<file path="src/rtl/div_unit.sv">
// Signed 32-bit iterative divider: MIPS DIV semantics, one restoring step per cycle.
module div_unit (
    input  logic        clock,
    input  logic        reset,
    input  logic        start,
    input  logic [31:0] dividend,
    input  logic [31:0] divisor,
    output logic        busy,
    output logic        done,
    output logic        div_zero,
    output logic [31:0] hi,
    output logic [31:0] lo
);

    localparam int unsigned DataW = 32;
    localparam int unsigned CntW  = 5;

    typedef enum logic [1:0] {
        Idle = 2'd0,
        Run  = 2'd1,
        Fix  = 2'd2,
        Zero = 2'd3
    } divStateT;

    divStateT stateQ;
    divStateT stateNext;

    logic [DataW-1:0] quoQ;
    logic [DataW-1:0] remQ;
    logic [DataW:0]   divQ;
    logic [CntW-1:0]  countQ;
    logic             qNegQ;
    logic             rNegQ;

    logic             divisorZero;
    logic             accept;
    logic [DataW-1:0] absDividend;
    logic [DataW-1:0] absDivisor;
    logic [DataW:0]   shifted;
    logic             stepGeq;
    logic [DataW-1:0] remStep;
    logic [DataW-1:0] quoFinal;
    logic [DataW-1:0] remFinal;

    assign divisorZero = (divisor == '0);
    assign accept      = (stateQ == Idle) && start && !divisorZero;

    // Magnitudes; 0x80000000 maps to the unsigned value 2^31.
    assign absDividend = dividend[DataW-1] ? DataW'(-dividend) : dividend;
    assign absDivisor  = divisor[DataW-1]  ? DataW'(-divisor)  : divisor;

    // One restoring step on the 33-bit partial remainder.
    always_comb begin
        shifted = {remQ, quoQ[DataW-1]};
        stepGeq = (shifted >= divQ);
        remStep = stepGeq ? DataW'(shifted - divQ) : shifted[DataW-1:0];
    end

    // Sign correction applied while in FIX.
    always_comb begin
        quoFinal = qNegQ ? DataW'(-quoQ) : quoQ;
        remFinal = rNegQ ? DataW'(-remQ) : remQ;
    end

    // State register.
    always_ff @(posedge clock or negedge reset) begin
        if (!reset) begin
            stateQ <= Idle;
        end else begin
            stateQ <= stateNext;
        end
    end

    // Next-state logic.
    always_comb begin
        stateNext = stateQ;
        case (stateQ)
            Idle: begin
                if (start) begin
                    stateNext = divisorZero ? Zero : Run;
                end
            end
            Run: begin
                if (countQ == CntW'(DataW - 1)) begin
                    stateNext = Fix;
                end
            end
            Fix:     stateNext = Idle;
            Zero:    stateNext = Idle;
            default: stateNext = Idle;
        endcase
    end

    // Operand capture and iteration datapath.
    always_ff @(posedge clock or negedge reset) begin
        if (!reset) begin
            quoQ   <= '0;
            remQ   <= '0;
            divQ   <= '0;
            countQ <= '0;
            qNegQ  <= 1'b0;
            rNegQ  <= 1'b0;
        end else if (accept) begin
            quoQ   <= absDividend;
            remQ   <= '0;
            divQ   <= {1'b0, absDivisor};
            countQ <= '0;
            qNegQ  <= dividend[DataW-1] ^ divisor[DataW-1];
            rNegQ  <= dividend[DataW-1];
        end else if (stateQ == Run) begin
            remQ   <= remStep;
            quoQ   <= {quoQ[DataW-2:0], stepGeq};
            countQ <= countQ + CntW'(1);
        end
    end

    // Registered status pulses and result registers.
    always_ff @(posedge clock or negedge reset) begin
        if (!reset) begin
            busy     <= 1'b0;
            done     <= 1'b0;
            div_zero <= 1'b0;
            hi       <= '0;
            lo       <= '0;
        end else begin
            busy     <= (stateNext != Idle);
            done     <= (stateQ == Fix);
            div_zero <= (stateNext == Zero);
            if (stateQ == Fix) begin
                lo <= quoFinal;
                hi <= remFinal;
            end
        end
    end

endmodule

</file>
<file path="config.mk">
export PLATFORM = sky130hd
export DESIGN_NAME = div_unit
export DESIGN_NICKNAME = d
export VERILOG_FILES = /design/src/rtl/div_unit.sv
export SDC_FILE = /design/constraint.sdc
export NUM_CORES = 1
export LEC_CHECK = 0
export ABC_AREA = 1
export BUFFER_PORTS_ARGS = -buffer_cell sky130_fd_sc_hd__buf_2
export CORE_MARGIN = 1
export CORE_UTILIZATION = 45
export DETAILED_ROUTE_END_ITERATION = 6
export PLACE_DENSITY = 0.67
export SLEW_MARGIN = 15
export SYNTH_ARGS = -nofsm -noshare
export SYNTH_HDL_FRONTEND = slang
export SYNTH_SLANG_ARGS = --single-unit
</file>
<file path="constraint.sdc">
create_clock -name clock -period 2.55 [get_ports clock]
set_input_delay 0.1275 -clock clock [delete_from_list [all_inputs] [get_ports clock]]
set_output_delay 0.1275 -clock clock [all_outputs]
set_load 0.1 [all_outputs]
</file>
[Word-level counts from Yosys, hierarchy flattened]
Index checks and enable logic that the tools add are counted.
Storage, ports and cells
  flip-flop bits (word level): 172
  bits of input ports: 67
  output and inout bits: 67
  logic and storage cells: 48
Cells by class
  add/sub/neg operators: 6
  $lt $le $gt $ge: 1
  equality and inequality tests: 5
  mux-type cells: 15
  bitwise gates (word level): 1
  reduce and logical (&&, ||, !) cells: 8
Operators by type and width (number)
  2-to-1 mux 32 bit: 9
  negation 32 bit: 4
  >= comparator 33 x 32 -> 1 bit: 1
  zero test 32 bit: 1
  subtractor 32 bit: 1
  2-to-1 mux 5 bit: 2
  == test 2 bit, second input constant: 3
  2-to-1 mux 2 bit: 3
  case mux 2 bit (3 select lines): 1
  adder 5 x 1 -> 5 bit, second input constant: 1
  == test 5 bit, second input constant: 1
  nonzero test 2 bit: 2
  == test 2 x 1 -> 1 bit, second input constant: 1
  logical AND 1 bit: 2
  zero test 2 bit: 1
  OR reduction 2 bit: 1
  zero test 1 bit: 1
  XOR 1 bit: 1

[Logic depth before layout (Yosys ltp)]
  depth in word-level cells: 5
  gate-level depth with buffers: 17
  mapped depth without buffers: 17

[Worst setup path before layout]
Ideal clock, no wire load.
  kind: flip-flop to flip-flop
  start: register remQ[18]
  end: register remQ[21]
  library setup time: 0.117 ns
  arrival time: 1.916 ns
  required time: 2.433 ns
  slack: 0.517 ns
  cell stages (with the launch flop): 16
  path buffers: 2
  period minus slack after synthesis: 2.033 ns
  cells stage by stage: dfrtp_1 -> ha_1 -> nand2_1 -> inv_1 -> nand2_1 -> nand2_1 -> nand2_1 -> nand2_1 -> nand2_1 -> nand3_1 -> nor2_1 -> buf_2 -> buf_4 -> nand3_1 -> nand3_1 -> nand2_1
On the way
  longest elaborated chain between the ends: 4
  elaborated cells on any way between the ends: 5
  those cells by class: add/sub (1); order compare (1); mux (3)
RTL lines
  start, declared: line 29  | logic [DataW-1:0] remQ;
  start signal, assigned: line 111  | remQ <= remStep;
  subtractor 32 bit or >= comparator 33 x 32 -> 1 bit (tied branches): line 56, 55
  2-to-1 mux 32 bit *: line 56  | remStep = stepGeq ? DataW'(shifted - divQ) : shifted[DataW-1:0];
  2-to-1 mux 32 bit *: line 110  | end else if (stateQ == Run) begin
  2-to-1 mux 32 bit *: line 103  | end else if (accept) begin
Mark *: on every way between the ends. The rest lies on a longest branch, timed or not. The select of a mux whose other input is x is not followed.
A chain may end at the register's enable or synchronous reset.

[Worst setup path after layout]
  start: register remQ[13]
  end: register remQ[7]
On the way
  longest elaborated chain between the ends: 4
RTL lines
  >= comparator 33 x 32 -> 1 bit: line 55  | stepGeq = (shifted >= divQ);
  2-to-1 mux 32 bit: line 56
  2-to-1 mux 32 bit: line 110
  2-to-1 mux 32 bit: line 103
Every way passes these cells. The select of a mux whose other input is x is not followed.

==> flow_summary.yaml <==
cts:
  clock_latency_ns: 0.44
  cts_tree: "built"
  cts-root-buf: "clkbuf_16"
  max-clock-path-buffers: 2
  cts_max_level: 4
  cts_buffers: 17
  clkSinkCount: 172
  cts.clk_slew.worst_paths_ns: 0.07
  cts_setup_buffers: 0
drt:
  wl_met3_um: 2800
  drc_errors: 0
  routed.top_layer: "met4"
  routed_wl_um: 39500
  postRouteAntennaNets: 0
  avgViaCountPerCell: 5.19
  routedWlPerCell_um: 15.7
  met2_length_um: 16100
  wl_met1_um: 20200
  dr.pass1.iters: 5
  vias: 13100
  drt_iter0_drc: 1171
placement:
  gp_congestion: 0.976
  place.port_buffers: 133
  dp_hpwl_um: 31100
final_layout:
  register_area_mm2: 0.00431
  final_cell_mix: "nand2_1 (679), inv_1 (263), nand3_1 (221), dfrtp_1 (171), nor2_1 (169)"
  n_antenna_cell: 0
  nFillCells: 2872
  multiInputGateArea_mm2: 0.00730
  area_delta_synth_final_pct: 15.3
  final_layout_size_suffix_gt1_share_pct: 11.8
  final_common_cell: "nand2_1"
  finalNetCount: 2238
synth:
  synth_area_mm2: 0.0128
  ys_seq_area_share_pct: 33.5
  yosys_register_bits: 172
  avgSynthCellArea_um2: 6.44
  synthCells: 1993
  synth.distinct_cells: 41
  synth.net_count: 2099
  ys.warnings.count: 0
worst_setup_path:
  worst_ep_arrival_time_ns: 2.67
  crit_required_ns: 2.88
  cp-start-kind: "flip-flop"
  worst_setup_path_end_kind: "flip-flop"
  ff2ff_setup_slack_ns: 0.21
  crit_type: "flip-flop to flip-flop"
  worstPathMaxFanout: 13
sta:
  finalCritPeriodShare_pct: 91.9
  hold_violations: 0
  clock.fmax_mhz: 427
  tns_ns: 0
  slew_violations: 0
  slew_headroom_pct: 51.5
  rsz0062_at_grt: "false"
  skew_ns: 0.00924
  setup_viol: 0
  tightest_slew_ns: 0.727
  fin_crit_ns: 2.34
global_route:
  antenna_found_initial: 0
  globalRoute.totalOverflow: 0
  grt_max_degree: 100
  grt_pass1_wl_um: 62700
  grt_usage_pct: 27.8
  grt_pass1_vias: 11600
die:
  dieHeight_um: 171
  die_area_mm2: 0.0292
  rows: 61
  coreArea_mm2: 0.0279
  die_w_um: 171
  ios: 134
  start_util_pct: 46.0
power_and_ir_drop:
  peakVddDrop_uv: 761
  power_density_mw_per_mm2: 1470
  total_power_mw: 21.8
  p_leak_nw: 7.95
status:
  status: "completed"
worst_hold_path:
  hp-class: "input port to flip-flop"
flow_run:
  cap_violations: 0
flip-flops by register name (all words and copies together), names as in the netlist:
register	cells
busy	1
countQ	5
divQ	32
div_zero	1
done	1
hi	32
lo	32
qNegQ	1
quoQ	32
rNegQ	1
remQ	32
stateQ	2
metrics by stage:
stage / util, % / cell area (um^2) / cells / setup WS [ns] / hold slack (ns)
2_1_floorplan: - / 12800 / 1993 / 0.517 / -0.168
3_3_place_gp: 50.3 / 14000 / 2484 / 0.193 / 0.128
3_5_place_dp: 50.3 / 14000 / 2484 / 0.141 / 0.127
4_1_cts: 52.7 / 14700 / 2523 / 0.124 / 0.00494
5_1_grt: 53.0 / 14800 / 2523 / 0.00323 / 0.0229
6_report: 53.0 / 14800 / 2523 / 0.208 / 0.0170
kinds of logic after synthesis:
family	Yosys count	share of synthesized area [%]
DFF	172	33.5
and+or+nand+nor	1173	38.2
xor gates and xnor gates	83	5.66
AOI/OAI and AO/OA	197	8.49
buffers and inverters	329	10.3
adders and majority gates	39	3.86
routing by layer:
metal  GRT usage (%)  vias to the layer above
met5               0                        -
met4            6.21                        0
met3            3.91                       27
met2            39.5                      498
met1            43.7                     5962
li1                -                     6603
cell usage after synthesis:
cell,instances,area share [%]
nand2_4,1,0.088
inv_2,1,0.029
o21ai_0,105,4.1
nor4_1,6,0.29
clkinv_1,1,0.029
or2_2,15,0.73
o21ai_2,2,0.14
dfrtp_1,172,34
nand3b_1,7,0.41
inv_1,264,7.7
or2_0,1,0.049
a22oi_1,2,0.12
nand2_2,4,0.19
a21o_1,1,0.058
clkinv_2,1,0.039
or2_1,1,0.049
ha_1,38,3.7
buf_6,6,0.53
fa_1,1,0.16
o21ai_1,13,0.51
and2_1,3,0.15
and3_1,3,0.15
nor3_1,28,1.1
clkbuf_4,1,0.058
o211ai_1,24,1.4
o21bai_1,3,0.18
xnor2_1,24,1.6
nand3_1,222,8.7
nand4_1,23,1.1
buf_2,13,0.51
a31oi_1,9,0.44
o31ai_1,4,0.23
buf_1,4,0.12
buf_4,6,0.35
nor2_2,2,0.097
xor2_1,59,4.0
nor3b_1,1,0.058
a21oi_1,34,1.3
clkbuf_1,32,0.94
nand2_1,681,20
nor2_1,175,5.1
final timing paths:
path / from / to / cells after the start
min: divisor[0] / divQ[0] / 3
min in group asynchronous: reset / lo[12] / 2
max in group asynchronous: reset / hi[6] / 3
max: remQ[13] / remQ[7] / 13
min reg2reg: hi[27] / hi[27] / 2
max reg2reg: remQ[13] / remQ[7] / 13
report_power, final:
group | leakage [nW] | internal (mW) | total [mW] | switching (mW)
sequential | 2.18 | 3.83 | 4.92 | 1.09
clock | 0.290 | 1.52 | 2.73 | 1.21
combinational | 5.48 | 4.58 | 14.2 | 9.58
worst max-delay path, stage by stage (launching register included):
cell     delay (ns)
dfrtp_1        0.47
ha_2           0.42
nand2_1        0.14
nor2_2         0.20
nand2_1        0.11
nor2_1         0.15
nand2_1        0.07
nand3_1        0.09
nor2_2         0.05
nand2_2        0.12
buf_6          0.18
nand2_1        0.08
nand3_1        0.08
nand2_1        0.06
timing repair:
item,4_1_cts,5_1_grt
endpoints found under the setup margin,0,33
endpoints found under the hold margin,55,0
resized for setup,0,21
hold buffers,7,0
area by class of cell:
type	count	share of cell area, %
Inverter	267	6.78
Clock buffer	19	3.06
Timing Repair Buffer	182	7.53
Clock inverter	13	1.04
Sequential cell	172	29.1
Multi-Input combinational cell	1492	49.3
Tap cell	378	3.20
(Power assumes the default switching activity.)
